**src/rtl/dst40_round_seq.sv**
```systemverilog
// ---------------------------------------------------------------------------
// dst40_round_seq
//   Control sequencer for the DST40 round datapath (Fe nonlinear function).
//   A start request first pulses the datapath load. The block then issues
//   ROUNDS round-enables and a key-schedule step every KEY_PERIOD rounds.
//   It captures the datapath signature and offers it with a valid/ready
//   handshake. There is no cipher logic in here.
//
// Ports
//   clk          in   1      clock, rising edge
//   rst_n        in   1      asynchronous active-low reset
//   start        in   1      start request (taken when start & start_ready)
//   start_ready  out  1      high only while idle
//   abort        in   1      cancel the current operation, back to idle
//   dp_load      out  1      one-cycle datapath load pulse
//   dp_round     out  1      datapath performs one round this cycle
//   dp_key_step  out  1      datapath advances its key register this cycle
//   round_idx    out  CW     current round index while running, else 0
//   dp_sig       in   SIG_W  datapath signature, sampled in the capture cycle
//   sig_out      out  SIG_W  buffered signature
//   out_valid    out  1      sig_out is valid
//   out_ready    in   1      consumer takes sig_out when out_valid & out_ready
//   busy         out  1      high in every state except idle
//
// Every output is decoded from registered state and counters only, so there
// is no combinational path from start, abort or out_ready to any output.
// ---------------------------------------------------------------------------
module dst40_round_seq #(
    parameter int ROUNDS     = 200,
    parameter int KEY_PERIOD = 3,
    parameter int SIG_W      = 24,
    parameter int CW         = 8
) (
    input  logic             clk,
    input  logic             rst_n,
    input  logic             start,
    output logic             start_ready,
    input  logic             abort,
    output logic             dp_load,
    output logic             dp_round,
    output logic             dp_key_step,
    output logic [CW-1:0]    round_idx,
    input  logic [SIG_W-1:0] dp_sig,
    output logic [SIG_W-1:0] sig_out,
    output logic             out_valid,
    input  logic             out_ready,
    output logic             busy
);

    // Phase counter width; a period of 1 still needs a 1-bit register.
    localparam int PW = (KEY_PERIOD > 1) ? $clog2(KEY_PERIOD) : 1;

    localparam logic [CW-1:0] LAST_ROUND = CW'(ROUNDS - 1);
    localparam logic [PW-1:0] LAST_PHASE = PW'(KEY_PERIOD - 1);

    typedef enum logic [2:0] {
        S_IDLE,
        S_LOAD,
        S_RUN,
        S_CAPT,
        S_DONE
    } state_t;

    state_t        state;
    state_t        state_nxt;
    logic [CW-1:0] round_cnt;
    logic [PW-1:0] phase_cnt;

    // -----------------------------------------------------------------------
    // State register
    // -----------------------------------------------------------------------
    // NOTE: registers use non-blocking assignments so every flop samples the
    // pre-edge values, independent of the order the always blocks run in.
    always_ff @(posedge clk or negedge rst_n) begin
        if (!rst_n) begin
            state <= S_IDLE;
        end else begin
            state <= state_nxt;
        end
    end

    // -----------------------------------------------------------------------
    // Next-state logic; abort wins over everything else
    // -----------------------------------------------------------------------
    // NOTE: state_nxt gets its default before the case, so no path through
    // this block leaves it unassigned and no latch is inferred.
    always_comb begin
        state_nxt = state;
        if (abort) begin
            state_nxt = S_IDLE;
        end else begin
            case (state)
                S_IDLE: if (start) state_nxt = S_LOAD;
                S_LOAD: state_nxt = S_RUN;
                S_RUN:  if (round_cnt == LAST_ROUND) state_nxt = S_CAPT;
                S_CAPT: state_nxt = S_DONE;
                S_DONE: if (out_ready) state_nxt = S_IDLE;
                default: state_nxt = S_IDLE;
            endcase
        end
    end

    // -----------------------------------------------------------------------
    // Round and key-phase counters
    //   Both counters stay at zero outside RUN. That covers the clear in LOAD
    //   and the clear on abort, and it means RUN always starts from round 0,
    //   phase 0. The round counter never passes LAST_ROUND: on that cycle
    //   the FSM leaves RUN.
    // -----------------------------------------------------------------------
    always_ff @(posedge clk or negedge rst_n) begin
        if (!rst_n) begin
            round_cnt <= '0;
            phase_cnt <= '0;
        end else if (abort || state != S_RUN) begin
            round_cnt <= '0;
            phase_cnt <= '0;
        end else begin
            round_cnt <= (round_cnt == LAST_ROUND) ? '0 : round_cnt + CW'(1);
            phase_cnt <= (phase_cnt == LAST_PHASE) ? '0 : phase_cnt + PW'(1);
        end
    end

    // -----------------------------------------------------------------------
    // Signature buffer: loaded once per computation in the capture cycle,
    // then held. An abort in that same cycle leaves the old value in place.
    // -----------------------------------------------------------------------
    // NOTE: this is a single output register, not a memory, so it has an
    // explicit reset value and can be cleared on rst_n.
    always_ff @(posedge clk or negedge rst_n) begin
        if (!rst_n) begin
            sig_out <= '0;
        end else if (state == S_CAPT && !abort) begin
            sig_out <= dp_sig;
        end
    end

    // -----------------------------------------------------------------------
    // Output decode (registered state only)
    // -----------------------------------------------------------------------
    assign start_ready = (state == S_IDLE);
    assign busy        = (state != S_IDLE);
    assign dp_load     = (state == S_LOAD);
    assign dp_round    = (state == S_RUN);
    assign dp_key_step = (state == S_RUN) && (phase_cnt == LAST_PHASE);
    assign round_idx   = (state == S_RUN) ? round_cnt : '0;
    assign out_valid   = (state == S_DONE);

endmodule

```
**config.mk**
```make
export PLATFORM = sky130hd
export DESIGN_NAME = dst40_round_seq
export DESIGN_NICKNAME = d
export VERILOG_FILES = /design/src/rtl/dst40_round_seq.sv
export SDC_FILE = /design/constraint.sdc
export NUM_CORES = 1
export LEC_CHECK = 0
export ABC_AREA = 1
export CORE_ASPECT_RATIO = 1.25
export CORE_UTILIZATION = 35
export DETAILED_ROUTE_END_ITERATION = 8
export PLACE_DENSITY = 0.76
export REMOVE_ABC_BUFFERS = 1
export SLEW_MARGIN = 20
export SYNTH_ARGS = -nofsm -noshare
export SYNTH_HDL_FRONTEND = slang
export SYNTH_SLANG_ARGS = --single-unit
```
**constraint.sdc**
```tcl
create_clock -name clk -period 1 [get_ports clk]
set_input_delay 0.15 -clock clk [delete_from_list [all_inputs] [get_ports clk]]
set_output_delay 0.15 -clock clk [all_outputs]
set_load 0.02 [all_outputs]
```
==> impl_results.md, run 1 <==
* Final critical-path share of the clock period at 139%
* Sequential area share after synthesis at 55.1%
* Share of flip-flops with an asynchronous set or reset at 100%
* Worst Clk Skew at 0.00506 ns
* Number of distinct library cell variants in the gate-level netlist after synthesis at 19
* Most frequently used cell type in the post-synthesis netlist: sky130_fd_sc_hd__nand2_1
* Sum of internal, switching and leakage power at roughly 6.3 mW
* Comb power frac at 45.9%
* Floorplan Core Area at approximately 4500 um^2
* Portion of total power attributed to the clock network at about 16%
* GRT Total Usage at 16.2%
* Portion of synthesized cell area occupied by the leading cell type at between 50% and 60%
* Post-Route Utilization at between 60 and 70%
* Initial antenna violation count at 0
* Remaining routing DRC violations at 0
* Number of global-route vias before repair at about 1500
* Count of boundary I/O pins at 67
* Minimum clock period at 1.39 ns
* Yosys reg bits at 37
* Summed instance area of the synthesized netlist at approximately 1700 um^2
* Number of optimization iterations in the first detailed-route pass at 4
* Post-Place Worst Slack at -0.646 ns
* Pint at around 4.1 mW
* Total of warnings raised by yosys at 0
* Maximum number of pins on one net before global-route repair at 38
* Maximum clock insertion buffer count at 2
* Most frequently used flop master after synthesis: sky130_fd_sc_hd__dfrtp_1
* Max-cap violations at 0
* Clock root buffer master: sky130_fd_sc_hd__clkbuf_8
* Tightest Pin Transition at 0.201 ns
* Slowest library cell on the worst path: sky130_fd_sc_hd__dfrtp_1
* Vertical die dimension at 79.4 um
* Leading cell types by total area after synthesis: sky130_fd_sc_hd__dfrtp_1, sky130_fd_sc_hd__nand2_1, sky130_fd_sc_hd__inv_1, sky130_fd_sc_hd__nor2_1, sky130_fd_sc_hd__o21ai_1
* Post-detailed-routing wire length at between 3000 and 4000 um
* Worst Hold Class: input port to async pin
* Maximum resistive drop on vdd at 1.60 mV
* Count of port buffers added during placement at 66
* Setup violation total in the final timing report at 51
* Startpoint types: register
* Routability-driven placement congestion ratio at 0.823
* Fraction of layout instances using a drive strength above 1 at around a third
* Detailed-route vias per instance at 4.28
* DR iter-0 viols at 25
* Clock latency on the worst-skew pair at 0.28 ns
* Outcome: complete, but fails checks
* Max FO, Critical Path at 2
* Sequential group share of total power at 37.9%
* TritonCTS sink count at 37
* P_sw at about 2.2 mW
* Buffers & Inverters on Critical Path at 4
* HPWL Detailed at 2610 um
* Endpoint type of the worst setup path: primary output
* Violated checks: negative setup slack
* Proportion of total power due to net switching at 35.1%
* Global-route wire length before repair at 6380 um
* Total leakage power at 1.50 nW
* Worst setup margin at -0.390 ns
* Synthesis-to-finish area growth at 69.3%
* Pwr per Cell Area at 2200 nW/um^2
* NumNets Final at 341
* Area of the die at 5080 um^2
* Antenna diode count at 0
* WS Path Type: register to primary output
* Number of enable-type register cells in the synthesized netlist at 0
* Syn Area/Cell at 8.15 um^2
* Number of rows in the core area at 27
* Critical path's largest stage delay at roughly 0.4 ns
* Critical Path, Cell by Cell: nor2_4, buf_6, inv_2, nor2_2, inv_1, buf_6
* Starting density of the core at 37.4%
* Cell type group with the largest total delay on the critical path: flip-flops
* Clock slew at reported path FFs at ~0.060 ns
* Arrival time of data at the critical path endpoint at between 1 and 1.5 ns
* Slew HR at slightly below 90%
* CTS tree: built
* Leading cell types by count after synthesis: sky130_fd_sc_hd__nand2_1, sky130_fd_sc_hd__inv_1, sky130_fd_sc_hd__dfrtp_1, sky130_fd_sc_hd__nor2_1, sky130_fd_sc_hd__o21ai_1
* Residual overflow from global routing at 0
* Detailed-route wire length per cell at 10.2 um
* Count of final hold-check violations at 0
* Data required time at the worst endpoint at 0.85 ns
* Number of cells produced by synthesis at 206
* Number of slew-limit violations in the final report at 0
* Chip Width at 64.0 um
* Largest area contributor in the netlist: sky130_fd_sc_hd__dfrtp_1
* Top cell by count, worst path: sky130_fd_sc_hd__buf_6
* CTS H-tree lvls at 2
* Num CTS Buffers at 5
* Antenna violation net count after detailed routing at 0
* Setup repair after global routing missed its margin: true
* Total number of vias at 1581
* Max Clock Freq at 719 MHz
==> cell families after synthesis <==
logic type	count (synthesis)	synth area share (%)
buf+inv	51	12.5
flops	37	55.1
simple gates	90	22.2
fa+ha+maj	1	0.745
xor+xnor	1	0.522
compound gates	26	8.87
==> metal layers <==
layer	share of wire, %	vias up	routed length, um	global-route usage (%)
met2	53	42	2010	29.1
met3	5.3	4	198	4.57
met4	1.1	0	42	4.77
li1	-	825	-	-
met1	40	710	1510	18.3
met5	0	-	0	0
==> flip-flops by register name, indices dropped and copies added (netlist names) <==
name,flops
sig_out,24
round_cnt,8
state,3
phase_cnt,2
==> through the flow <==
stage                     hold WS [ns]  TNS (ns)  instance area, um^2  instances
after floorplan                 -0.146    -17.43                 1640        200
after global placement           0.131    -20.09                 2590        349
after detailed placement         0.131    -21.44                 2590        349
after CTS                        0.367    -15.40                 2650        361
after global routing             0.375    -19.58                 2840        369
final                            0.356    -15.55                 2840        369
==> power by group through the flow <==
stage	sequential, mW	combinational, mW	clock [mW]
finish	2.37	2.87	1.01
global route	2.43	3.12	1.12
CTS	2.29	2.29	1.06
detailed placement	2.32	2.69	0
global placement	2.32	2.65	0
floorplan	2.93	0.606	0
==> worst reg2reg max path: cells and delay by family, from the launching register on <==
kind	cells	cell delay, ns
buffers and inverters	3	0.48
AOI/OAI and AO/OA	1	0.06
DFF	1	0.40
and+or+nand+nor	3	0.30
==> timing repair <==
action	in CTS	in global routing
resized for setup	184	40
gates cloned	1	1
hold buffers	1	0
endpoints found under the hold margin	37	0
endpoints found under the setup margin	75	70
buffers inserted	3	7
pin swaps	3	3
==> final timing paths <==
path / slack (ns) / to / startpoint / cells after the start
max in group asynchronous: 0.45 / round_cnt[6]$_DFF_PN0_ / rst_n / 3
worst min-delay path: 0.36 / state[2]$_DFFE_PN0P_ / rst_n / 3
worst min register to register: 0.44 / phase_cnt[0]$_DFF_PN0_ / phase_cnt[0]$_DFF_PN0_ / 1
worst max-delay path: -0.39 / busy / state[0]$_DFFE_PN0P_ / 6
min in group clk: 0.40 / sig_out[15]$_DFFE_PN0P_ / dp_sig[15] / 3
worst max register to register: -0.34 / sig_out[12]$_DFFE_PN0P_ / state[2]$_DFFE_PN0P_ / 7
==> placed cells by master (no fill, tap or decap), drive strengths merged <==
cell           netlist  final
dfrtp               37     37
ha                   1      1
nand4                1      1
nor2                30     30
a21oi                2      2
nand2               47     47
clkdlybuf4s50        0     27
nand3               10     10
xor2                 1      1
clkbuf               1      8
inv                 45     45
nor3                 2      2
o21ai               24     24
buf                  5     75
dlygate4sd3          0      1
==> area by class of cell <==
| class | instances | area [um^2] |
|---|---|---|
| inverters | 45 | 169 |
| well taps | 58 | 72.6 |
| repair buffers | 104 | 983 |
| multi-input cells | 118 | 604 |
| flip-flops and latches | 37 | 927 |
| fillers | 393 | 1650 |
| clock buffers | 7 | 86.3 |
Note: power is estimated with default switching activity, not from simulation.
==> inputs of run 2 (changes only) <==
Settings changed: CTS_CLUSTER_DIAMETER set to 40.
==> results of run 2 <==
Same layout as run 1: the final DEF is identical, and so are final timing and power.
==> inputs of run 3 (changes only) <==
Settings changed: CTS_CLUSTER_DIAMETER 40 to 120.
==> results of run 3 <==
Same layout as run 1: the final DEF is identical, and so are final timing and power.
